<file path="src/rtl/jsp_alu.sv">
// jsp_alu: registered ALU for the jspcpu datapath.
//
// Every rising edge the ALU samples lhs_in, rhs_in and operation. It then
// updates its result register and five status flags. Opcode 0 holds all
// state, so the ALU can sit idle between micro-ops. The latched result is
// driven onto the shared bus only while assert_bus is high.
//
// Build option:
//   JSP_ALU_SHIFT_EN  when defined, opcodes E and F are SHL and SHR.
//                     When undefined, E and F act as NOP, flag_lcarry is
//                     tied low, and no shifter is built.
//
// Ports:
//   clk            system clock, rising edge
//   rst_n          asynchronous active-low reset
//   lhs_in         left operand (WIDTH)
//   rhs_in         right operand (WIDTH)
//   operation      4-bit opcode
//   assert_bus     request to drive the result onto the bus
//   bus_out        result register when assert_bus=1, else zero
//   bus_en         tri-state enable, equal to assert_bus
//   flag_zero      result == 0
//   flag_acarry    arithmetic carry (add) / borrow (subtract)
//   flag_lcarry    bit shifted out by the last shift
//   flag_sign      result MSB
//   flag_overflow  two's-complement overflow
module jsp_alu #(
    parameter int WIDTH = 8
) (
    input  logic             clk,
    input  logic             rst_n,
    input  logic [WIDTH-1:0] lhs_in,
    input  logic [WIDTH-1:0] rhs_in,
    input  logic [3:0]       operation,
    input  logic             assert_bus,
    output logic [WIDTH-1:0] bus_out,
    output logic             bus_en,
    output logic             flag_zero,
    output logic             flag_acarry,
    output logic             flag_lcarry,
    output logic             flag_sign,
    output logic             flag_overflow
);

    localparam int MSB = WIDTH - 1;

    localparam logic [3:0] OP_NOP   = 4'h0;
    localparam logic [3:0] OP_PASSL = 4'h1;
    localparam logic [3:0] OP_PASSR = 4'h2;
    localparam logic [3:0] OP_ADD   = 4'h3;
    localparam logic [3:0] OP_ADDC  = 4'h4;
    localparam logic [3:0] OP_INC   = 4'h5;
    localparam logic [3:0] OP_DEC   = 4'h6;
    localparam logic [3:0] OP_SUB   = 4'h7;
    localparam logic [3:0] OP_SUBB  = 4'h8;
    localparam logic [3:0] OP_CMP   = 4'h9;
    localparam logic [3:0] OP_AND   = 4'hA;
    localparam logic [3:0] OP_OR    = 4'hB;
    localparam logic [3:0] OP_XOR   = 4'hC;
    localparam logic [3:0] OP_NOT   = 4'hD;
`ifdef JSP_ALU_SHIFT_EN
    localparam logic [3:0] OP_SHL   = 4'hE;
    localparam logic [3:0] OP_SHR   = 4'hF;
`endif

    logic [WIDTH-1:0] result_q;
    logic [WIDTH-1:0] alu_val;
    logic [WIDTH-1:0] op_b;
    logic [WIDTH:0]   add_ext;
    logic [WIDTH:0]   sub_ext;
    logic             cin;
    logic             add_ovf;
    logic             sub_ovf;
    logic             wr_res;
    logic             zs_upd;
    logic             acarry_d;
    logic             ovf_d;
`ifdef JSP_ALU_SHIFT_EN
    logic             lcarry_d;
`endif

    // One adder and one subtractor are shared by all arithmetic opcodes.
    // INC/DEC substitute a constant 1 for the right operand. The carry-in
    // is the flag value registered before this edge, so ADDC/SUBB chains
    // work back to back.
    assign op_b = (operation == OP_INC || operation == OP_DEC) ? WIDTH'(1) : rhs_in;
    assign cin  = (operation == OP_ADDC || operation == OP_SUBB) ? flag_acarry : 1'b0;

    assign add_ext = {1'b0, lhs_in} + {1'b0, op_b} + {{WIDTH{1'b0}}, cin};
    // The extra top bit becomes 1 exactly when the unsigned minuend is
    // smaller than the subtrahend plus the carry-in, i.e. on a borrow.
    assign sub_ext = {1'b0, lhs_in} - {1'b0, op_b} - {{WIDTH{1'b0}}, cin};

    assign add_ovf = (lhs_in[MSB] == op_b[MSB]) && (add_ext[MSB] != lhs_in[MSB]);
    assign sub_ovf = (lhs_in[MSB] != op_b[MSB]) && (sub_ext[MSB] != lhs_in[MSB]);

    always_comb begin
        alu_val  = result_q;
        wr_res   = 1'b0;
        zs_upd   = 1'b0;
        acarry_d = flag_acarry;
        ovf_d    = flag_overflow;
`ifdef JSP_ALU_SHIFT_EN
        lcarry_d = flag_lcarry;
`endif
        case (operation)
            OP_NOP: ;
            OP_PASSL: begin
                alu_val = lhs_in;
                wr_res  = 1'b1;
                zs_upd  = 1'b1;
                ovf_d   = 1'b0;
            end
            OP_PASSR: begin
                alu_val = rhs_in;
                wr_res  = 1'b1;
                zs_upd  = 1'b1;
                ovf_d   = 1'b0;
            end
            OP_ADD, OP_ADDC, OP_INC: begin
                alu_val  = add_ext[MSB:0];
                wr_res   = 1'b1;
                zs_upd   = 1'b1;
                acarry_d = add_ext[WIDTH];
                ovf_d    = add_ovf;
            end
            OP_DEC, OP_SUB, OP_SUBB: begin
                alu_val  = sub_ext[MSB:0];
                wr_res   = 1'b1;
                zs_upd   = 1'b1;
                acarry_d = sub_ext[WIDTH];
                ovf_d    = sub_ovf;
            end
            OP_CMP: begin
                // Flags come from the difference, but the result register keeps its value.
                alu_val  = sub_ext[MSB:0];
                zs_upd   = 1'b1;
                acarry_d = sub_ext[WIDTH];
                ovf_d    = sub_ovf;
            end
            OP_AND: begin
                alu_val = lhs_in & rhs_in;
                wr_res  = 1'b1;
                zs_upd  = 1'b1;
                ovf_d   = 1'b0;
            end
            OP_OR: begin
                alu_val = lhs_in | rhs_in;
                wr_res  = 1'b1;
                zs_upd  = 1'b1;
                ovf_d   = 1'b0;
            end
            OP_XOR: begin
                alu_val = lhs_in ^ rhs_in;
                wr_res  = 1'b1;
                zs_upd  = 1'b1;
                ovf_d   = 1'b0;
            end
            OP_NOT: begin
                alu_val = ~lhs_in;
                wr_res  = 1'b1;
                zs_upd  = 1'b1;
                ovf_d   = 1'b0;
            end
`ifdef JSP_ALU_SHIFT_EN
            OP_SHL: begin
                alu_val  = {lhs_in[MSB-1:0], 1'b0};
                wr_res   = 1'b1;
                zs_upd   = 1'b1;
                ovf_d    = 1'b0;
                lcarry_d = lhs_in[MSB];
            end
            OP_SHR: begin
                alu_val  = {1'b0, lhs_in[MSB:1]};
                wr_res   = 1'b1;
                zs_upd   = 1'b1;
                ovf_d    = 1'b0;
                lcarry_d = lhs_in[0];
            end
`endif
            default: ;
        endcase
    end

    always_ff @(posedge clk or negedge rst_n) begin
        if (!rst_n) begin
            result_q      <= '0;
            flag_zero     <= 1'b0;
            flag_acarry   <= 1'b0;
            flag_sign     <= 1'b0;
            flag_overflow <= 1'b0;
        end else begin
            if (wr_res) begin
                result_q <= alu_val;
            end
            if (zs_upd) begin
                flag_zero <= (alu_val == '0);
                flag_sign <= alu_val[MSB];
            end
            flag_acarry   <= acarry_d;
            flag_overflow <= ovf_d;
        end
    end

`ifdef JSP_ALU_SHIFT_EN
    always_ff @(posedge clk or negedge rst_n) begin
        if (!rst_n) begin
            flag_lcarry <= 1'b0;
        end else begin
            flag_lcarry <= lcarry_d;
        end
    end
`else
    assign flag_lcarry = 1'b0;
`endif

    assign bus_en  = assert_bus;
    assign bus_out = assert_bus ? result_q : '0;

endmodule

</file>
<file path="config.mk">
export PLATFORM = sky130hd
export DESIGN_NAME = jsp_alu
export DESIGN_NICKNAME = d
export VERILOG_FILES = /design/src/rtl/jsp_alu.sv
export SDC_FILE = /design/constraint.sdc
export NUM_CORES = 1
export LEC_CHECK = 0
export CAP_MARGIN = 10
export CORE_UTILIZATION = 54
export DETAILED_ROUTE_END_ITERATION = 12
export GPL_TIMING_DRIVEN = 1
export PLACE_DENSITY = 0.79
export REMOVE_ABC_BUFFERS = 1
export SLEW_MARGIN = 10
export SYNTH_ARGS = -nofsm -noshare
export SYNTH_HDL_FRONTEND = slang
export SYNTH_SLANG_ARGS = --single-unit
</file>
<file path="constraint.sdc">
create_clock -name clk -period 4.2 [get_ports clk]
set_clock_uncertainty 0.05 [all_clocks]
set_input_delay 0.63 -clock clk [delete_from_list [all_inputs] [get_ports clk]]
set_output_delay 0.63 -clock clk [all_outputs]
set_load 0.005 [all_outputs]
</file>
==> metrics.md <==
| Metric | Value |
|---|---|
| Reg2reg path depth | 13 |
| Yosys warns | 0 |
| H-tree Lvls | 1 |
| First-pass GRT wire length | 12.3 mm |
| Hold Vio Cnt, Final | 0 |
| CTS root buf | clkbuf_8 |
| Die span in y | 69.7 um |
| Nets@finish | 458 |
| Cell variety after synth | 57 |
| DR pass1 iterations | 4 |
| Placer Congestion | 0.983 |
| WHS Path Cells | 2 |
| IR drop worst, VDD | 0.113 mV |
| Min Tclk post-route | 4040 ps |
| Top cell type's share of synthesized area | 18.7% |
| Synth-to-Final Area Change | 27.0% |
| Largest net degree at the start of global routing | 27 |
| Setup TNS | 0 ps |
| Outcome | complete, no violations |
| Syn Std Cell Area | 0.00248 mm^2 |
| Clock transition at path regs | 50 ps |
| Synth area leader | ha_1 |
| DRC | 0 |
| Power Density | 236 mW/mm^2 |
| Post-route ant nets | 0 |
| Reg area | 300 um^2 |
| F_max | 248 MHz |
| CP max FO | 3 |
| # diodes | 0 |
| Combinational share of power | 64.8% |
| Port bufs | 35 |
| Top Ports | 37 |
| Post-DP Area | 0.00307 mm^2 |
| GR Overflow Total | 0 |
| Die Area | 0.00486 mm^2 |
| Initial antenna violation count | 0 |
| CTS Buffer Depth | 2 |
| Post-Place Cells | 440 |
| DR iter-0 viols | 180 |
| Non-filler instance count after layout | 444 |
| Total wire length | 7.40 mm |
| Dpl ws | -531 ps |
| Final setup viols | 0 |
| CTS Sinks | 12 |
| Share of cells above drive strength 1 | 14.8% |
| FFs w/ async S/R, synth | 100% |
| Fin area | 0.00315 mm^2 |
| Req. time, crit path | 4280 ps |
| Vias in the first global route | 2582 |
| CP Capture Type | flop |
| Pleak | 1.48 nW |
| Commonest non-fill, non-tap cells in the layout | 37 x ha_1, 37 x buf_4, 36 x inv_1 |
| CTS tree | built |
| Vias/cell | 6.00 |
| Flop pwr share | 21.8% |
| Critical path arrival | 4120 ps |
| EDFF count, synth | 0 |
| Actual slew at the worst max-slew pin | 1070 ps |
| Gr usage total | 31.7% |
| Multi-input gate area | 0.00197 mm^2 |
| Setup ws final | 163 ps |
| DR vias | 2664 |
| Switching power share of the total | 40.5% |
| Detailed placer's ending HPWL | 5.97 mm |
| Average size of a mapped cell | 7.44 um^2 |
| Int Power | 0.441 mW |
| Top cells by area, synth | ha_1 19%, dfrtp_1 12%, a21oi_1 5.7% |
| Die W | 69.7 um |
| Initial Util | 56.5% |
| HP Class | flop to flop |
| Fill cells | 383 |
| Core area | 0.00438 mm^2 |
| # rows | 24 |
| Clock Latency Late Sink | 230 ps |
| P_sw | 0.300 mW |
| RSZ-0062 raised after global routing | no |
| Seq/Total Area, Yosys | 12.1% |
| TritonCTS buffer count | 3 |
| Clock share of power | 13.4% |
| Max_slew headroom | 28.3% |
| Crit start category | input pin |
| CP Class | input pin to flop |
| Dominant synthesized flop cell | dfrtp_1 |
| Worst hold slack | 448 ps |
| Final worst-path cycle share | 96.1% |
| Max-slew violations | 0 |
| Seq cells post-synth | 12 |
| Per-cell routed wire length | 16.7 um |
| Post-Syn Instances | 333 |
| Maxcap violations | 0 |
[sequential cells by signal, indices dropped and copies added (netlist names)]
register / cells
result_q: 8
flag_overflow: 1
flag_sign: 1
flag_acarry: 1
flag_zero: 1
[layer usage]
layer	global-route usage (%)	part of all wire, %	vias up	routed length (um)
met3	3.92	7.3	18	537
met1	39.7	43	1233	3170
met2	54.9	47	125	3490
met5	0	0	-	0
li1	-	-	1288	-
met4	12.7	2.8	0	206
[worst paths after layout]
path                                   start          end  slack, ps
worst min register to register     flag_zero    flag_zero        450
worst max-delay path            operation[0]    flag_zero        160
worst min-delay path               flag_zero    flag_zero        450
max in group asynchronous              rst_n  flag_acarry       3080
worst max register to register   flag_acarry    flag_zero        750
min in group asynchronous              rst_n  result_q[1]        680
[critical path: stages]
cell and delay (ps):
dlygate4sd2_1 280, xor2_2 230, nand2_1 110, nand2_1 100
inv_1 60, fa_1 440, fa_2 390, nor3_2 140
nor3_2 80, xnor2_1 140, a2111oi_2 370, buf_4 200
o221ai_1 120, or4b_4 510, o41ai_2 320
[stage by stage]
| stage | power, mW | utilization [%] |
|---|---|---|
| final | 0.741 | 71.7 |
| after global routing | 0.798 | 71.7 |
| after CTS | 0.735 | 71.5 |
| after detailed placement | 0.626 | 70.0 |
| after global placement | 0.612 | 70.0 |
| after floorplan | 0.413 | - |
[cell families after synthesis]
kind of cell             count (synthesis)  synth area share [%]
buffers and inverters                   54                  9.50
multiplexers                             5                  2.22
flip-flops                              12                  12.1
AND/OR/NAND/NOR                        102                  21.4
other                                    1                 0.151
AO/OA/AOI/OAI                          100                  26.3
adder cells (fa/ha/maj)                 41                  21.9
XOR/XNOR                                18                  6.36
[cell usage after synthesis (3+ instances only)]
cell type	instances
a31oi_1	8
fa_1	4
o21a_1	3
buf_4	4
mux2_2	4
nor3_1	5
a2111oi_0	3
nand2_1	19
o22ai_1	4
nand2b_1	4
nor2_1	26
a221oi_1	3
o21ai_0	20
a21o_1	3
clkbuf_1	7
xor2_1	6
a22oi_1	3
dfrtp_1	12
ha_1	37
o211ai_1	4
nor3b_1	3
nand3_1	12
a21oi_1	28
nor2b_1	10
inv_1	36
and3_1	3
and2_1	10
xnor2_1	12
[power groups by stage]
stage	Combinational [mW]	Sequential [mW]	Clock, mW
final	0.480	0.161	0.0995
after global routing	0.524	0.165	0.109
after CTS	0.472	0.161	0.102
after detailed placement	0.463	0.163	0
after global placement	0.451	0.161	0
after floorplan	0.258	0.155	0
[cell type report]
| cell class | count | share of cell area (%) |
|---|---|---|
| Sequential cell | 12 | 9.55 |
| Tap cell | 52 | 2.07 |
| Inverter | 38 | 4.53 |
| Timing Repair Buffer | 72 | 19.8 |
| Multi-Input combinational cell | 267 | 62.7 |
| Clock buffer | 3 | 1.31 |
[what timing repair did]
item / 4_1_cts / 5_1_grt
setup endpoints to repair: 1 / 1
hold endpoints to repair: 0 / 0
hold buffers: 0 / 0
pin swaps: 1 / 2
gates resized for setup: 10 / 1
setup buffers: 0 / 1
Note: power is estimated with default switching activity, not from simulation.
